**src/rtl/pipeline_pkg.sv**
```systemverilog
// Shared pipeline types and constants for the fetch stage.
// Optional perf counters elsewhere are enabled by defining FETCH_PERF_EN.
package pipeline_pkg;
   localparam int unsigned XLEN    = 64;
   localparam int unsigned INSTR_W = 32;

   localparam logic [31:0] NOP_INSTR = 32'h00000013;

   typedef enum logic [1:0] {
      FETCH,
      WAIT,
      DROP
   } fetch_state_e;
endpackage

```
**src/rtl/fetch_unit_if.sv**
```systemverilog
// Fetch-stage bus: hazard controls, instruction-memory handshake and IF/ID outputs.
// master = fetch unit side, slave = environment (hazard unit, imem, decode).
interface fetch_unit_if #(
   parameter int unsigned REG_WIDTH   = pipeline_pkg::XLEN,
   parameter int unsigned INSTR_WIDTH = pipeline_pkg::INSTR_W
);
   logic                   stall;
   logic                   flush;
   logic [REG_WIDTH-1:0]   redirect_pc;
   logic                   imem_req;
   logic [REG_WIDTH-1:0]   imem_addr;
   logic                   imem_rvalid;
   logic [INSTR_WIDTH-1:0] imem_rdata;
   logic                   if_id_valid;
   logic [REG_WIDTH-1:0]   if_id_pc;
   logic [INSTR_WIDTH-1:0] if_id_instr;

   modport master (
      input  stall, flush, redirect_pc, imem_rvalid, imem_rdata,
      output imem_req, imem_addr, if_id_valid, if_id_pc, if_id_instr
   );

   modport slave (
      output stall, flush, redirect_pc, imem_rvalid, imem_rdata,
      input  imem_req, imem_addr, if_id_valid, if_id_pc, if_id_instr
   );
endinterface

```
**src/rtl/fetch_hold_buf.sv**
```systemverilog
// One-entry {pc, instr} buffer absorbing a fetch response that lands during a stall.
module fetch_hold_buf #(
   parameter int unsigned REG_WIDTH   = 64,
   parameter int unsigned INSTR_WIDTH = 32
) (
   input  logic                   clk,
   input  logic                   rst,
   input  logic                   capture_i,
   input  logic                   release_i,
   input  logic                   clear_i,
   input  logic [REG_WIDTH-1:0]   pc_i,
   input  logic [INSTR_WIDTH-1:0] instr_i,
   output logic                   buf_valid_o,
   output logic [REG_WIDTH-1:0]   buf_pc_o,
   output logic [INSTR_WIDTH-1:0] buf_instr_o
);
   logic                   valid_q, valid_d;
   logic [REG_WIDTH-1:0]   pc_q, pc_d;
   logic [INSTR_WIDTH-1:0] instr_q, instr_d;

   always_comb begin
      valid_d = valid_q;
      pc_d    = pc_q;
      instr_d = instr_q;
      if (clear_i) begin
         valid_d = 1'b0;
      end else if (capture_i) begin
         valid_d = 1'b1;
         pc_d    = pc_i;
         instr_d = instr_i;
      end else if (release_i) begin
         valid_d = 1'b0;
      end
   end

   always_ff @(posedge clk) begin
      if (rst) begin
         valid_q <= 1'b0;
         pc_q    <= '0;
         instr_q <= '0;
      end else begin
         valid_q <= valid_d;
         pc_q    <= pc_d;
         instr_q <= instr_d;
      end
   end

   assign buf_valid_o = valid_q;
   assign buf_pc_o    = pc_q;
   assign buf_instr_o = instr_q;
endmodule

```
**src/rtl/fetch_unit.sv**
```systemverilog
// Fetch stage: owns the PC, issues one outstanding imem request, loads IF/ID.
// Define FETCH_PERF_EN to add perf_fetched / perf_dropped saturating counters.
module fetch_unit
   import pipeline_pkg::*;
#(
   parameter int unsigned          REG_WIDTH   = 64,
   parameter int unsigned          INSTR_WIDTH = 32,
   parameter logic [REG_WIDTH-1:0] RESET_PC    = '0
) (
   input  logic                clk,
   input  logic                rst,
   fetch_unit_if.master        bus
`ifdef FETCH_PERF_EN
   ,
   output logic [31:0]         perf_fetched,
   output logic [31:0]         perf_dropped
`endif
);
   localparam logic [INSTR_WIDTH-1:0] NOP = INSTR_WIDTH'(NOP_INSTR);

   fetch_state_e           state_q, state_d;
   logic [REG_WIDTH-1:0]   pc_q, pc_d;
   logic [REG_WIDTH-1:0]   req_pc_q, req_pc_d;
   logic                   ifv_q, ifv_d;
   logic [REG_WIDTH-1:0]   ifpc_q, ifpc_d;
   logic [INSTR_WIDTH-1:0] ifin_q, ifin_d;

   logic                   req;
   logic                   deliver;
   logic                   discard;
   logic                   buf_valid;
   logic [REG_WIDTH-1:0]   buf_pc;
   logic [INSTR_WIDTH-1:0] buf_instr;
   logic                   buf_release;
   logic                   load_valid;

   assign req         = (state_q == FETCH) && !buf_valid && !bus.flush && !rst;
   assign deliver     = (state_q == WAIT) && bus.imem_rvalid && !bus.flush;
   assign discard     = bus.imem_rvalid &&
                        ((state_q == DROP) || ((state_q == WAIT) && bus.flush));
   assign buf_release = !bus.flush && !bus.stall && buf_valid;
   assign load_valid  = !bus.flush && !bus.stall && (buf_valid || deliver);

   assign bus.imem_req    = req;
   assign bus.imem_addr   = pc_q;
   assign bus.if_id_valid = ifv_q;
   assign bus.if_id_pc    = ifpc_q;
   assign bus.if_id_instr = ifin_q;

   fetch_hold_buf #(
      .REG_WIDTH   (REG_WIDTH),
      .INSTR_WIDTH (INSTR_WIDTH)
   ) u_hold_buf (
      .clk         (clk),
      .rst         (rst),
      .capture_i   (deliver && bus.stall),
      .release_i   (buf_release),
      .clear_i     (bus.flush),
      .pc_i        (req_pc_q),
      .instr_i     (bus.imem_rdata),
      .buf_valid_o (buf_valid),
      .buf_pc_o    (buf_pc),
      .buf_instr_o (buf_instr)
   );

   always_comb begin
      state_d  = state_q;
      pc_d     = pc_q;
      req_pc_d = req_pc_q;
      unique case (state_q)
         FETCH: begin
            if (req) begin
               req_pc_d = pc_q;
               pc_d     = pc_q + REG_WIDTH'(4);
               state_d  = WAIT;
            end
         end
         WAIT: begin
            if (bus.imem_rvalid) state_d = FETCH;
            else if (bus.flush)  state_d = DROP;
         end
         DROP: begin
            // A response here always retires the squashed request, flush or not.
            if (bus.imem_rvalid) state_d = FETCH;
         end
         default: state_d = FETCH;
      endcase
      if (bus.flush) pc_d = bus.redirect_pc;
   end

   always_comb begin
      ifv_d  = ifv_q;
      ifpc_d = ifpc_q;
      ifin_d = ifin_q;
      if (bus.flush) begin
         ifv_d  = 1'b0;
         ifin_d = NOP;
      end else if (!bus.stall) begin
         if (buf_valid) begin
            ifv_d  = 1'b1;
            ifpc_d = buf_pc;
            ifin_d = buf_instr;
         end else if (deliver) begin
            ifv_d  = 1'b1;
            ifpc_d = req_pc_q;
            ifin_d = bus.imem_rdata;
         end else begin
            ifv_d  = 1'b0;
            ifin_d = NOP;
         end
      end
   end

   always_ff @(posedge clk) begin
      if (rst) begin
         state_q  <= FETCH;
         pc_q     <= RESET_PC;
         req_pc_q <= '0;
         ifv_q    <= 1'b0;
         ifpc_q   <= '0;
         ifin_q   <= NOP;
      end else begin
         state_q  <= state_d;
         pc_q     <= pc_d;
         req_pc_q <= req_pc_d;
         ifv_q    <= ifv_d;
         ifpc_q   <= ifpc_d;
         ifin_q   <= ifin_d;
      end
   end

`ifdef FETCH_PERF_EN
   logic [31:0] fetched_q, fetched_d;
   logic [31:0] dropped_q, dropped_d;

   always_comb begin
      fetched_d = fetched_q;
      dropped_d = dropped_q;
      if (load_valid && (fetched_q != '1)) fetched_d = fetched_q + 32'd1;
      if (discard && (dropped_q != '1))    dropped_d = dropped_q + 32'd1;
   end

   always_ff @(posedge clk) begin
      if (rst) begin
         fetched_q <= '0;
         dropped_q <= '0;
      end else begin
         fetched_q <= fetched_d;
         dropped_q <= dropped_d;
      end
   end

   assign perf_fetched = fetched_q;
   assign perf_dropped = dropped_q;
`else
   logic unused_perf;
   assign unused_perf = load_valid ^ discard;
`endif

`ifndef SYNTHESIS
   always_ff @(posedge clk) begin
      if (!rst) begin
         assert (!(bus.imem_rvalid && (state_q == FETCH)))
            else $error("imem_rvalid with no request outstanding");
      end
   end
`endif
endmodule

```
**src/flat_wrapper.sv**
```systemverilog
// flat-port wrapper written by rule: the top's interface ports become plain ports
module fetch_unit_flat import pipeline_pkg::*;
#(
   parameter int unsigned          REG_WIDTH   = 64,
   parameter int unsigned          INSTR_WIDTH = 32,
   parameter logic [REG_WIDTH-1:0] RESET_PC    = '0
)
  (clk, rst, bus_stall, bus_flush, bus_redirect_pc, bus_imem_rvalid, bus_imem_rdata, bus_imem_req, bus_imem_addr, bus_if_id_valid, bus_if_id_pc, bus_if_id_instr);
  fetch_unit_if #(.REG_WIDTH(REG_WIDTH), .INSTR_WIDTH(INSTR_WIDTH)) bus_i ();
  input  logic clk;
  input  logic rst;
  input wire logic [$bits(bus_i.stall)-1:0] bus_stall;
  input wire logic [$bits(bus_i.flush)-1:0] bus_flush;
  input wire logic [$bits(bus_i.redirect_pc)-1:0] bus_redirect_pc;
  input wire logic [$bits(bus_i.imem_rvalid)-1:0] bus_imem_rvalid;
  input wire logic [$bits(bus_i.imem_rdata)-1:0] bus_imem_rdata;
  output wire logic [$bits(bus_i.imem_req)-1:0] bus_imem_req;
  output wire logic [$bits(bus_i.imem_addr)-1:0] bus_imem_addr;
  output wire logic [$bits(bus_i.if_id_valid)-1:0] bus_if_id_valid;
  output wire logic [$bits(bus_i.if_id_pc)-1:0] bus_if_id_pc;
  output wire logic [$bits(bus_i.if_id_instr)-1:0] bus_if_id_instr;
  assign bus_i.stall = bus_stall;
  assign bus_i.flush = bus_flush;
  assign bus_i.redirect_pc = bus_redirect_pc;
  assign bus_i.imem_rvalid = bus_imem_rvalid;
  assign bus_i.imem_rdata = bus_imem_rdata;
  assign bus_imem_req = bus_i.imem_req;
  assign bus_imem_addr = bus_i.imem_addr;
  assign bus_if_id_valid = bus_i.if_id_valid;
  assign bus_if_id_pc = bus_i.if_id_pc;
  assign bus_if_id_instr = bus_i.if_id_instr;
  fetch_unit #(.REG_WIDTH(REG_WIDTH), .INSTR_WIDTH(INSTR_WIDTH), .RESET_PC(RESET_PC)) u_core (.clk(clk), .rst(rst), .bus(bus_i));
endmodule
```
**config.mk**
```make
export PLATFORM = sky130hd
export DESIGN_NAME = fetch_unit_flat
export DESIGN_NICKNAME = d
export VERILOG_FILES = /design/src/rtl/pipeline_pkg.sv /design/src/rtl/fetch_unit_if.sv /design/src/rtl/fetch_hold_buf.sv /design/src/rtl/fetch_unit.sv /design/src/flat_wrapper.sv
export SDC_FILE = /design/constraint.sdc
export NUM_CORES = 1
export LEC_CHECK = 0
export CAP_MARGIN = 10
export CORE_MARGIN = 5
export CORE_UTILIZATION = 56
export CTS_CLUSTER_SIZE = 8
export DETAILED_ROUTE_END_ITERATION = 16
export GPL_ROUTABILITY_DRIVEN = 0
export PLACE_DENSITY = 0.89
export SYNTH_ARGS = -nofsm -noshare
export SYNTH_HDL_FRONTEND = slang
export SYNTH_SLANG_ARGS = --single-unit
export TNS_END_PERCENT = 20
```
**constraint.sdc**
```tcl
create_clock -name clk -period 5.53 [get_ports clk]
set_input_delay 1.106 -clock clk [delete_from_list [all_inputs] [get_ports clk]]
set_output_delay 1.106 -clock clk [all_outputs]
set_load 0.1 [all_outputs]
```
[Yosys cells after proc, flatten, opt, wreduce, memory -nomap -nowiden]
Index checks and enable logic that the tools add are counted.
Operators by class
  reduce and logical (&&, ||, !) cells: 23
  eq/ne operators: 5
  muxes and demuxes: 16
  $add $sub $neg: 1
  bitwise logic cells: 2
Operator list (number)
  $mux 64: 5
  $add 64x3->64 const B: 1
  $mux 32: 2
  $logic_and 1x1->1: 8
  $mux 2: 4
  $reduce_bool 2->1: 4
  $pmux 2 s3: 1
  $reduce_and 2->1: 3
  $reduce_and 3->1: 2
  $logic_not 1->1: 4
  $mux 1: 4
  $ne 2x2->1 const B: 2
  $ne 3x3->1 const B: 1
  $eq 2x1->1 const B: 1
  $eq 2x2->1 const B: 1
  $logic_not 2->1: 1
  $not 1->1: 2
  $reduce_or 2->1: 1
Word-level totals
  word-level logic and storage cells: 56
  bits of input ports: 101
  output and inout bits: 162
  bits in registers: 324

[Longest topological paths before layout]
Gate-level depths: netlist of run 1.
  depth after elaboration: 7
  depth in mapped cells: 8
  gate-level depth less buffers: 6

[Modules after synthesis]
Synthesis of run 1 repeated with hierarchy kept, for this count alone.
Second synthesis, totals
  cell total of the unflattened synthesis: 1682
  area, all modules: 14580.2 um^2
Modules (own cells, without submodules)
  fetch_unit: area an instance 10193.5 um^2, cells each 1242, seq. area each 4544.4 um^2, instances 1
  fetch_hold_buf: area an instance 4386.7 um^2, cells each 440, seq. area each 1941.9 um^2, instances 1

[Least setup slack after synthesis of run 1]
No wires, ideal clock.
  path type: input-to-output
  start point: input rst
  end point: output bus_imem_req
  stages on the path: 5
  slack: 1.678 ns
  path buffers: 2
  data required time: 4.424 ns
  data arrival time: 2.746 ns
  cell sequence: clkbuf_1 nor2_1 nand2_1 inv_2 buf_1
Between the ends
  longest elaborated chain between the ends: 2
RTL lines
  start, declared: RTL line flat_wrapper.sv:11  | input logic rst;
  $logic_not 1->1: RTL line fetch_unit.sv:37  | assign req = (state_q == FETCH) && !buf_valid && !bus.flush && !rst;
  $logic_and 1x1->1: RTL line fetch_unit.sv:37
  end, declared: RTL line flat_wrapper.sv:17  | output wire logic [$bits(bus_i.imem_req)-1:0] bus_imem_req;
No other way between the ends.

[Worst setup path after layout of run 1]
  start point: register u_core.u_hold_buf.valid_q, in the netlist u_core.u_hold_buf.buf_valid_o
  end point: output bus_imem_req
Between the ends
  longest elaborated chain between the ends: 4
RTL lines
  start, declared: RTL line fetch_hold_buf.sv:17  | logic valid_q, valid_d;
  start signal, assigned: RTL line fetch_hold_buf.sv:42  | valid_q <= valid_d;
  $logic_not 1->1: RTL line fetch_unit.sv:37
  $logic_and 1x1->1 (3 in series): RTL line fetch_unit.sv:37
No other way between the ends.

==> results of run 1 <==
cell families after synthesis:
logic type	count (synthesis)	share of synthesized area, %
compound gates	371	16.4
xor+xnor	25	1.60
fa+ha+maj	1	0.0915
buf+inv	137	3.90
flops	324	47.4
mux	102	7.50
simple gates	699	23.1
synthesized netlist by cell type (16+ instances only):
library cell  instances
a21oi_1             188
mux2i_1              98
nand4_1              36
o21ai_0              42
nor4_1               17
and3_1               20
a211oi_1             79
clkbuf_1            100
nor2_1              119
buf_1                16
dfxtp_1             324
nand3_1              28
nand2_1             402
flip-flops by register name (all words and copies together) (netlist names):
name,cells
u_core.u_hold_buf.buf_valid_o,1
u_core.bus.imem_addr,64
u_core.bus.if_id_instr,32
u_core.state_q,2
u_core.req_pc_q,64
u_core.bus.if_id_valid,1
u_core.bus.if_id_pc,64
u_core.u_hold_buf.buf_pc_o,64
u_core.u_hold_buf.buf_instr_o,32
metal layers:
layer	part of all wire, %	global-route usage, %	wire length [µm]	up-vias
met5	0	0	0	-
met2	46	45.9	19500	770
li1	-	-	-	6200
met1	39	37.1	16700	6265
met4	4.8	13.7	2030	0
met3	9.9	6.00	4200	151
worst paths after layout:
kind,depth (start not counted),endpoint,start
worst min register to register,2,u_core.bus.if_id_valid,u_core.bus.if_id_valid
worst max-delay path,5,bus_imem_req,u_core.u_hold_buf.buf_valid_o
worst max register to register,8,u_core.bus.imem_addr[13],u_core.u_hold_buf.buf_valid_o
worst min-delay path,2,u_core.bus.if_id_valid,u_core.bus.if_id_valid
power breakdown:
| group | switching (mW) | internal (mW) |
|---|---|---|
| Sequential | 0.0947 | 2.40 |
| Clock | 0.963 | 1.54 |
| Combinational | 0.520 | 0.207 |
| Total | 1.58 | 4.15 |
final cells by class:
class	instances	share of cell area, %
multi-input combinational	1198	38.0
sequential	324	36.9
timing repair buffer	273	15.5
clock buffer	48	6.71
tap	324	2.31
clock inverter	3	0.335
inverter	8	0.171
antenna	1	0.0142
worst max-delay path: stages, from the launching register on:
cell and delay, ns:
dfxtp_4 0.92, nor3_2 0.09, buf_4 0.25, nand2_4 0.45, inv_2 0.25, buf_12 0.23
cells in the final DEF, fill, tap and decap left out, drive strengths merged, types with 8 or more instances in the layout:
master,synthesis,routed
a211oi,79,79
a21oi,188,188
a311oi,10,10
a31oi,9,9
and2,9,9
and3,20,20
and4,15,15
buf,27,13
clkbuf,102,49
clkdlybuf4s50,0,259
dfxtp,324,324
inv,6,9
mux2i,98,98
nand2,402,402
nand3,29,29
nand4,38,38
nor2,119,119
nor3,17,17
nor4,19,19
o21a,8,8
o21ai,42,42
xnor2,15,15
xor2,10,10
stage by stage:
stage,hold WS [ns],utilization [%]
detailed placement,0.443,67.6
global placement,0.432,67.6
floorplan,0.436,-
CTS,0.450,72.7
finish,0.448,72.7
global route,0.467,72.7
==> metrics.csv, run 1 <==
stage,metric,value,unit
timing,slew_headroom,17.0,%
worst_setup_path,crit_path_max_fanout,50,
drt,wl,42.5,mm
finish,regArea,6490,µm²
clock_network,ctsHoldBuffers,0,
yosys,synth.avg_cell_area,8.25,µm²
clock_network,clock-root-buffer,clkbuf_16,
worst_hold_path,hp-class,flip-flop to flip-flop,
worst_setup_path,cp-end-kind,output pin,
finish,nets,1953,
die,floorplan.die_area,27700,µm²
clock_network,cts_tree,yes,
timing,post-route-min-period,3.87,ns
yosys,synth_top_cell_area_share,47.4,%
clock_network,path_clk_slew,0.05,ns
clock_network,post_cts_buffers,0,
drt,drc,0,
worst_setup_path,critPathArrivalTime,2.77,ns
yosys,synth_edf_count,0,
drt,drtIter0Drc,1534,
yosys,synthesis.nets,1761,
finish,design_area,17600,µm²
worst_setup_path,worst-setup-path-type,flip-flop to output pin,
placement,io_buffer_count,262,
run_status,status,completed,
yosys,syn_area,13700,µm²
die,fp-row-count,57,
yosys,yosys.area.top_type,dfxtp_1,
timing,setup_viol_count_final,0,
yosys,yosys-top-cells-area,"dfxtp_1, nand2_1, mux2i_1, a21oi_1, a211oi_1",
yosys,ys_seq_elements,324,
worst_setup_path,cp.required,4.42,ns
global_route,grt_pass1_vias,12500,
yosys,synth.distinct_cells,65,
finish,drive_gt1_share,4.85,%
timing,drv_slew,0,
timing,setup_ws,1.66,ns
global_route,antenna_found_initial,1,
timing,rsz0062_at_grt,no,
yosys,syn_inst,1659,
clock_network,cts_buffers,46,
finish,fillerInstances,1678,
timing,hold_viol,0,
clock_network,clk_latency,0.54,ns
flow_run,drv_cap,0,
worst_setup_path,r2r_slack,2.24,ns
timing,tns,0,ns
global_route,grt_pass1_wl,66.0,mm
placement,placed_area,16300,µm²
timing,fin_crit_sh,70.0,%
clock_network,cts-htree-levels,2,
global_route,grt_max_degree,132,
drt,postRouteAntennaNets,0,
power,total_power,5.72,mW
placement,pre_cts_slack,1.73,ns
die,initial_utilization,56.6,%
global_route,track_usage,28.6,%
die,die_x,166,µm
worst_setup_path,startpoint_type,flip-flop,
timing,tightest_slew,1.24,ns
clock_network,cts_resized,0,
power,power_density,326,nW/µm²
placement,dp_cells,2127,
clock_network,cts_sinks,324,
yosys,synth_ff_type,dfxtp_1,
yosys,yosysWarnings,0,
drt,via_per_inst,6.14,
drt,num_vias,13400,
finish,final_cells,2179,
yosys,async_reset_ff_share,0,%
clock_network,cts_buffer_depth,3,
yosys,yosysSeqAreaShare,47.4,%
die,num_io_pins,263,
finish,area_growth,28.5,%
power,peakVddDrop,230,µV
finish,multi_input_area,6680,µm²
timing,skew,0.0152,ns
drt,post_drt_wl_per_cell,19.5,µm
drt,dr.pass1.iters,6,
placement,hpwl,27.6,mm
die,coreArea,24200,µm²
die,die_h,166,µm
timing,max_freq,258,MHz
global_route,overflow,0,
power,p_leak,5.65,nW
Power figures use the tool's default switching activity.
==> run 2: changes to the inputs <==
--- a/config.mk
+++ b/config.mk
@@ -7,11 +7,11 @@
 export LEC_CHECK = 0
 export CAP_MARGIN = 10
 export CORE_MARGIN = 5
-export CORE_UTILIZATION = 56
+export CORE_UTILIZATION = 47
 export CTS_CLUSTER_SIZE = 8
 export DETAILED_ROUTE_END_ITERATION = 16
 export GPL_ROUTABILITY_DRIVEN = 0
-export PLACE_DENSITY = 0.89
+export PLACE_DENSITY = 0.8
 export SYNTH_ARGS = -nofsm -noshare
 export SYNTH_HDL_FRONTEND = slang
 export SYNTH_SLANG_ARGS = --single-unit
==> constraint.sdc (replaced) <==
create_clock -name clk -period 3.5 [get_ports clk]
set_input_delay 0.7 -clock clk [delete_from_list [all_inputs] [get_ports clk]]
set_output_delay 0.7 -clock clk [all_outputs]
set_load 0.1 [all_outputs]
==> run 2 against run 1 <==
- die area increased by 18%
- setup slack got worse by 1.1 ns
- non-clock buffer count increased by 17
- first-iteration DRC count decreased by 18%
- sequential cell count unchanged
- clock-buffer cell count unchanged
- sequential power increased by 57%
- combinational power increased by 57%
- total power increased by 57%
- register-to-register slack got worse by 1.4 ns
- sequential share of layout area about the same
- via count decreased by 3.4%
- critical path type unchanged
- largest cell class unchanged
- highest routed layer unchanged
==> metrics.csv, run 2 (same netlist as run 1, synthesis figures left out) <==
stage,metric,value,unit,change
clock_network,cts_tree,yes,,
timing,drv_slew,0,,unchanged
finish,final_common_cell,nand2_1,,
die,die_x,181,µm,+8.6%
drt,dr.pass1.iters,6,,unchanged
clock_network,cts_sinks,324,,unchanged
drt,post_drt_wl_per_cell,18.6,µm,-4.4%
drt,drc,0,,unchanged
global_route,overflow,0,,unchanged
clock_network,path_clk_slew,0.05,ns,about the same
die,die_h,181,µm,+8.6%
clock_network,post_cts_buffers,0,,unchanged
timing,hold_viol,0,,unchanged
worst_setup_path,r2r_slack,0.85,ns,-1.39 ns
worst_setup_path,crit_path_max_fanout,24,,-52%
global_route,track_usage,24.3,%,-4.3 points
die,floorplan.die_area,32600,µm²,+18%
die,fp-row-count,62,,+8.8%
die,initial_utilization,47.7,%,-8.9 points
power,peakVddDrop,356,µV,+55%
drt,via_per_inst,5.72,,-6.9%
placement,dp_cells,2204,,+3.6%
die,num_io_pins,263,,unchanged
worst_hold_path,hp-class,flip-flop to flip-flop,,
clock_network,cts_buffer_depth,3,,unchanged
global_route,antenna_found_initial,5,,+4
flow_run,drv_cap,0,,unchanged
finish,final_cell_mix,"nand2_1, dfxtp_1, a21oi_1",,
timing,slew_headroom,28.5,%,+11 points
clock_network,clk_latency,0.54,ns,about the same
die,coreArea,28700,µm²,+19%
worst_hold_path,hold_depth,2,,unchanged
finish,nets,1970,,+0.87%
finish,area_growth,28.4,%,about the same
clock_network,cts_resized,0,,unchanged
timing,post-route-min-period,2.92,ns,
timing,skew,0.0254,ns,+0.0102 ns
timing,tns,0,ns,unchanged
worst_setup_path,worst-setup-path-type,flip-flop to output pin,,
power,power_density,512,nW/µm²,+57%
power,p_leak,5.92,nW,+4.7%
worst_setup_path,critPathArrivalTime,2.22,ns,-0.55 ns
timing,setup_viol_count_final,0,,unchanged
timing,rsz0062_at_grt,no,,
drt,postRouteAntennaNets,0,,unchanged
global_route,grt_pass1_wl,65.6,mm,-0.54%
placement,hpwl,29.2,mm,+6.0%
timing,max_freq,342,MHz,
drt,num_vias,12900,,-3.4%
clock_network,cts-htree-levels,2,,unchanged
worst_setup_path,cp.required,2.80,ns,-1.62 ns
drt,wl,42.1,mm,-0.88%
timing,fin_crit_sh,83.6,%,
clock_network,ctsHoldBuffers,0,,unchanged
finish,final_cells,2260,,+3.7%
worst_setup_path,cp-end-kind,output pin,,
placement,io_buffer_count,262,,unchanged
global_route,grt_max_degree,132,,unchanged
finish,final_util,61.2,%,-11 points
global_route,grt_pass1_vias,12100,,-2.5%
worst_setup_path,reg2reg_depth,5,,-3
timing,whs,0.437,ns,-0.0109 ns
clock_network,clock-root-buffer,clkbuf_16,,
clock_network,cts_buffers,46,,unchanged
timing,tightest_slew,1.07,ns,-0.172 ns
run_status,status,completed,,
finish,drive_gt1_share,11.1,%,+6.3 points
drt,drtIter0Drc,1255,,-18%
worst_setup_path,startpoint_type,flip-flop,,
run 2: cell types whose count changed in the layout (fill, tap and decap cells not counted):
cell / change
buf_12: +2
buf_4: +116
buf_8: +1
clkbuf_8: -1
clkdlybuf4s50_1: -101
clkinv_8: +2
diode_2: +4
inv_16: -1
inv_6: -1
run 2: path summary, 6_finish.rpt:
kind	start	to
worst max-delay path	u_core.u_hold_buf.buf_valid_o	bus_imem_req
worst min-delay path	u_core.bus.if_id_valid	u_core.bus.if_id_valid
worst max register to register	u_core.bus.imem_addr[24]	u_core.bus.imem_addr[62]
worst min register to register	u_core.bus.if_id_valid	u_core.bus.if_id_valid
run 2: area by class of cell:
type	count	area [µm²]
fillers	2458	11100
multi-input cells	1198	6680
flip-flops and latches	324	6490
repair buffers	290	2630
clock buffers	48	1180
well taps	384	480
clock inverters	3	62.6
inverters	8	30.0
diodes	5	12.5
run 2: report_power, final:
part / total (mW) / internal, mW / switching [mW]
Combinational: 1.14 / 0.315 / 0.825
Clock: 3.93 / 2.42 / 1.50
Sequential: 3.93 / 3.79 / 0.138
run 2: stage by stage:
step | worst slack, ns | total power, mW | area, µm²
after detailed placement | 0.660 | 5.13 | 16300
after global routing | 0.511 | 9.26 | 17600
after floorplan | 0.460 | 4.75 | 13700
after global placement | 0.757 | 5.12 | 16300
final | 0.576 | 9.00 | 17600
after CTS | 0.552 | 9.04 | 17600
run 2: critical path, cell delays in order, from the launching register on:
cell and delay [ns]:
dfxtp_4 0.46, nor3_2 0.33, nand2_4 0.20, inv_2 0.44
buf_12 0.25
run 2: layer usage:
| layer | global-route usage [%] | up-vias | wire length (µm) |
|---|---|---|---|
| met3 | 4.88 | 122 | 3330 |
| li1 | - | 6221 | - |
| met5 | 0 | - | 0 |
| met2 | 37.3 | 546 | 19100 |
| met4 | 12.0 | 0 | 1950 |
| met1 | 32.7 | 6042 | 17700 |
==> run 3: changes to the inputs <==
--- a/config.mk
+++ b/config.mk
@@ -7,11 +7,11 @@
 export LEC_CHECK = 0
 export CAP_MARGIN = 10
 export CORE_MARGIN = 5
-export CORE_UTILIZATION = 47
+export CORE_UTILIZATION = 52
 export CTS_CLUSTER_SIZE = 8
 export DETAILED_ROUTE_END_ITERATION = 16
 export GPL_ROUTABILITY_DRIVEN = 0
-export PLACE_DENSITY = 0.8
+export PLACE_DENSITY = 0.84
 export SYNTH_ARGS = -nofsm -noshare
 export SYNTH_HDL_FRONTEND = slang
 export SYNTH_SLANG_ARGS = --single-unit
==> constraint.sdc (replaced) <==
create_clock -name clk -period 2.7 [get_ports clk]
set_input_delay 0.54 -clock clk [delete_from_list [all_inputs] [get_ports clk]]
set_output_delay 0.54 -clock clk [all_outputs]
set_load 0.1 [all_outputs]
==> run 3 against run 2 <==
- sequential cell count stayed put
- first-iteration DRC count is 7.8% higher
- worst hold slack worse by 0.11 ns
- total power is 28% higher
- routed wire length hardly changed
- sequential share of layout area is 0.26 points higher
==> metrics.csv, run 3 (same netlist as run 1, synthesis figures left out) <==
stage,metric,value,unit,change
placement,hpwl,29.0,mm,-0.65%
global_route,grt_pass1_vias,12500,,+2.6%
drt,dr.pass1.iters,5,,-1
drt,drtIter0Drc,1353,,+7.8%
die,fp-row-count,59,,-4.8%
power,peakVddDrop,533,µV,+50%
placement,io_buffer_count,262,,unchanged
timing,max_freq,397,MHz,
worst_setup_path,worst-setup-path-type,flip-flop to output pin,,
die,num_io_pins,263,,unchanged
clock_network,cts_tree,yes,,
power,p_leak,6.13,nW,+3.4%
finish,final_common_cell,nand2_1,,
clock_network,clk_latency,0.52,ns,-0.02 ns
die,coreArea,26000,µm²,-9.5%
die,die_h,172,µm,-4.7%
timing,skew,0.0127,ns,-0.0127 ns
timing,rsz0062_at_grt,no,,
timing,fin_crit_sh,93.4,%,
die,die_x,172,µm,-4.7%
clock_network,cts_buffers,46,,unchanged
drt,via_per_inst,5.90,,+3.2%
worst_setup_path,rr_startpoint,u_core.bus.imem_addr[2],,
clock_network,cts_buffer_depth,3,,unchanged
clock_network,path_clk_slew,0.05,ns,about the same
global_route,grt_max_degree,100,,-24%
flow_run,drv_cap,0,,unchanged
timing,whs,0.322,ns,-0.114 ns
timing,slew_headroom,42.2,%,+14 points
timing,tightest_slew,0.867,ns,-0.205 ns
global_route,grt_pass1_wl,65.5,mm,-0.21%
timing,hold_viol,0,,unchanged
die,initial_utilization,52.6,%,+5.0 points
clock_network,cts_sinks,324,,unchanged
drt,drc,0,,unchanged
drt,num_vias,13100,,+1.6%
finish,final_cell_mix,"nand2_1, dfxtp_1, buf_4",,
clock_network,post_cts_buffers,0,,unchanged
worst_setup_path,critPathArrivalTime,1.98,ns,-0.24 ns
global_route,overflow,0,,unchanged
worst_setup_path,r2r-end,u_core.bus.imem_addr[56],,
drt,postRouteAntennaNets,0,,unchanged
worst_setup_path,crit_path_max_fanout,12,,-50%
worst_setup_path,endpoint,bus_imem_req,,
timing,drv_slew,0,,unchanged
global_route,antenna_found_initial,4,,-1
worst_setup_path,r2r_slack,0.24,ns,-0.61 ns
drt,wl,42.1,mm,about the same
timing,setup_viol_count_final,0,,unchanged
worst_setup_path,cp-end-kind,output pin,,
timing,tns,0,ns,unchanged
worst_hold_path,hp-class,input pin to flip-flop,,
finish,final_util,67.4,%,+6.2 points
worst_setup_path,crit_path_start,u_core.state_q[1],,
clock_network,cts-htree-levels,2,,unchanged
drt,post_drt_wl_per_cell,18.9,µm,+1.5%
finish,nets,1987,,+0.86%
timing,post-route-min-period,2.52,ns,
finish,area_growth,28.1,%,
global_route,track_usage,27.2,%,+2.9 points
finish,drive_gt1_share,16.3,%,+5.2 points
run_status,status,completed,,
clock_network,clock-root-buffer,clkbuf_16,,
power,power_density,657,nW/µm²,+28%
die,floorplan.die_area,29600,µm²,-9.1%
clock_network,ctsHoldBuffers,0,,unchanged
worst_setup_path,reg2reg_depth,6,,+1
worst_setup_path,startpoint_type,flip-flop,,
worst_setup_path,cp.required,2.16,ns,-0.64 ns
## run 3: changes by cell type in the layout (fill, tap and decap cells not counted), moves of 6 or more
cell	delta
buf_4	+71
dfxtp_1	-23
buf_12	+6
dfxtp_2	+23
clkdlybuf4s50_1	-60
## run 3: through the flow
step           instances  power [mW]  setup slack [ns]  cell area [µm²]
6_report            2226        11.5             0.178            17500
5_1_grt             2226        11.8             0.108            17500
4_1_cts             2222        11.5             0.183            17500
3_5_place_dp        2172        6.67             0.188            16300
3_3_place_gp        2172        6.66             0.280            16300
2_1_floorplan       1659        6.16           -0.0197            13700
## run 3: repair_timing
item / CTS / global route
endpoints found under the setup margin: 0 / 2
gates resized for setup: 0 / 1
hold endpoints to repair: 0 / 0
## run 3: where the power goes
| part | internal, mW | switching, mW | total [mW] |
|---|---|---|---|
| clock network | 2.99 | 1.92 | 4.90 |
| registers | 4.92 | 0.171 | 5.09 |
| logic | 0.426 | 1.09 | 1.52 |
| total | 8.33 | 3.18 | 11.5 |
## run 3: layer usage
| metal | vias to the layer above | global-route usage [%] | share of wire (%) |
|---|---|---|---|
| li1 | 6267 | - | - |
| met1 | 6123 | 36.5 | 40 |
| met2 | 642 | 43.5 | 47 |
| met3 | 109 | 5.35 | 9.5 |
| met4 | 0 | 10.7 | 3.6 |
| met5 | - | 0 | 0 |
## run 3: final cells by class
cell class	instances	area, µm²
antenna	4	10.0
clock buffer	48	1160
clock inverter	2	21.3
fill	2057	8460
inverter	8	30.0
multi-input combinational	1198	6690
sequential	324	6520
tap	335	419
timing repair buffer	307	2680
## run 3: how the worst min path moves through the flow
stage | from | to | slack, ns | cells past startpoint
2_1_floorplan | u_core.u_hold_buf.buf_instr_o[0] | u_core.u_hold_buf.buf_instr_o[0] | 0.44 | 2
3_3_place_gp | u_core.bus.if_id_instr[15] | u_core.bus.if_id_instr[15] | 0.44 | 2
3_5_place_dp | u_core.u_hold_buf.buf_pc_o[22] | u_core.u_hold_buf.buf_pc_o[22] | 0.45 | 2
4_1_cts | rst | u_core.bus.imem_addr[2] | 0.30 | 2
5_1_grt | rst | u_core.bus.imem_addr[2] | 0.31 | 2
6_report | rst | u_core.bus.imem_addr[7] | 0.32 | 2
## run 3: worst max-delay path, cell delays in order, from the launching register on
cell	delay (ns)
dfxtp_1	0.39
nor3_2	0.36
nand2_4	0.19
inv_2	0.30
buf_12	0.22
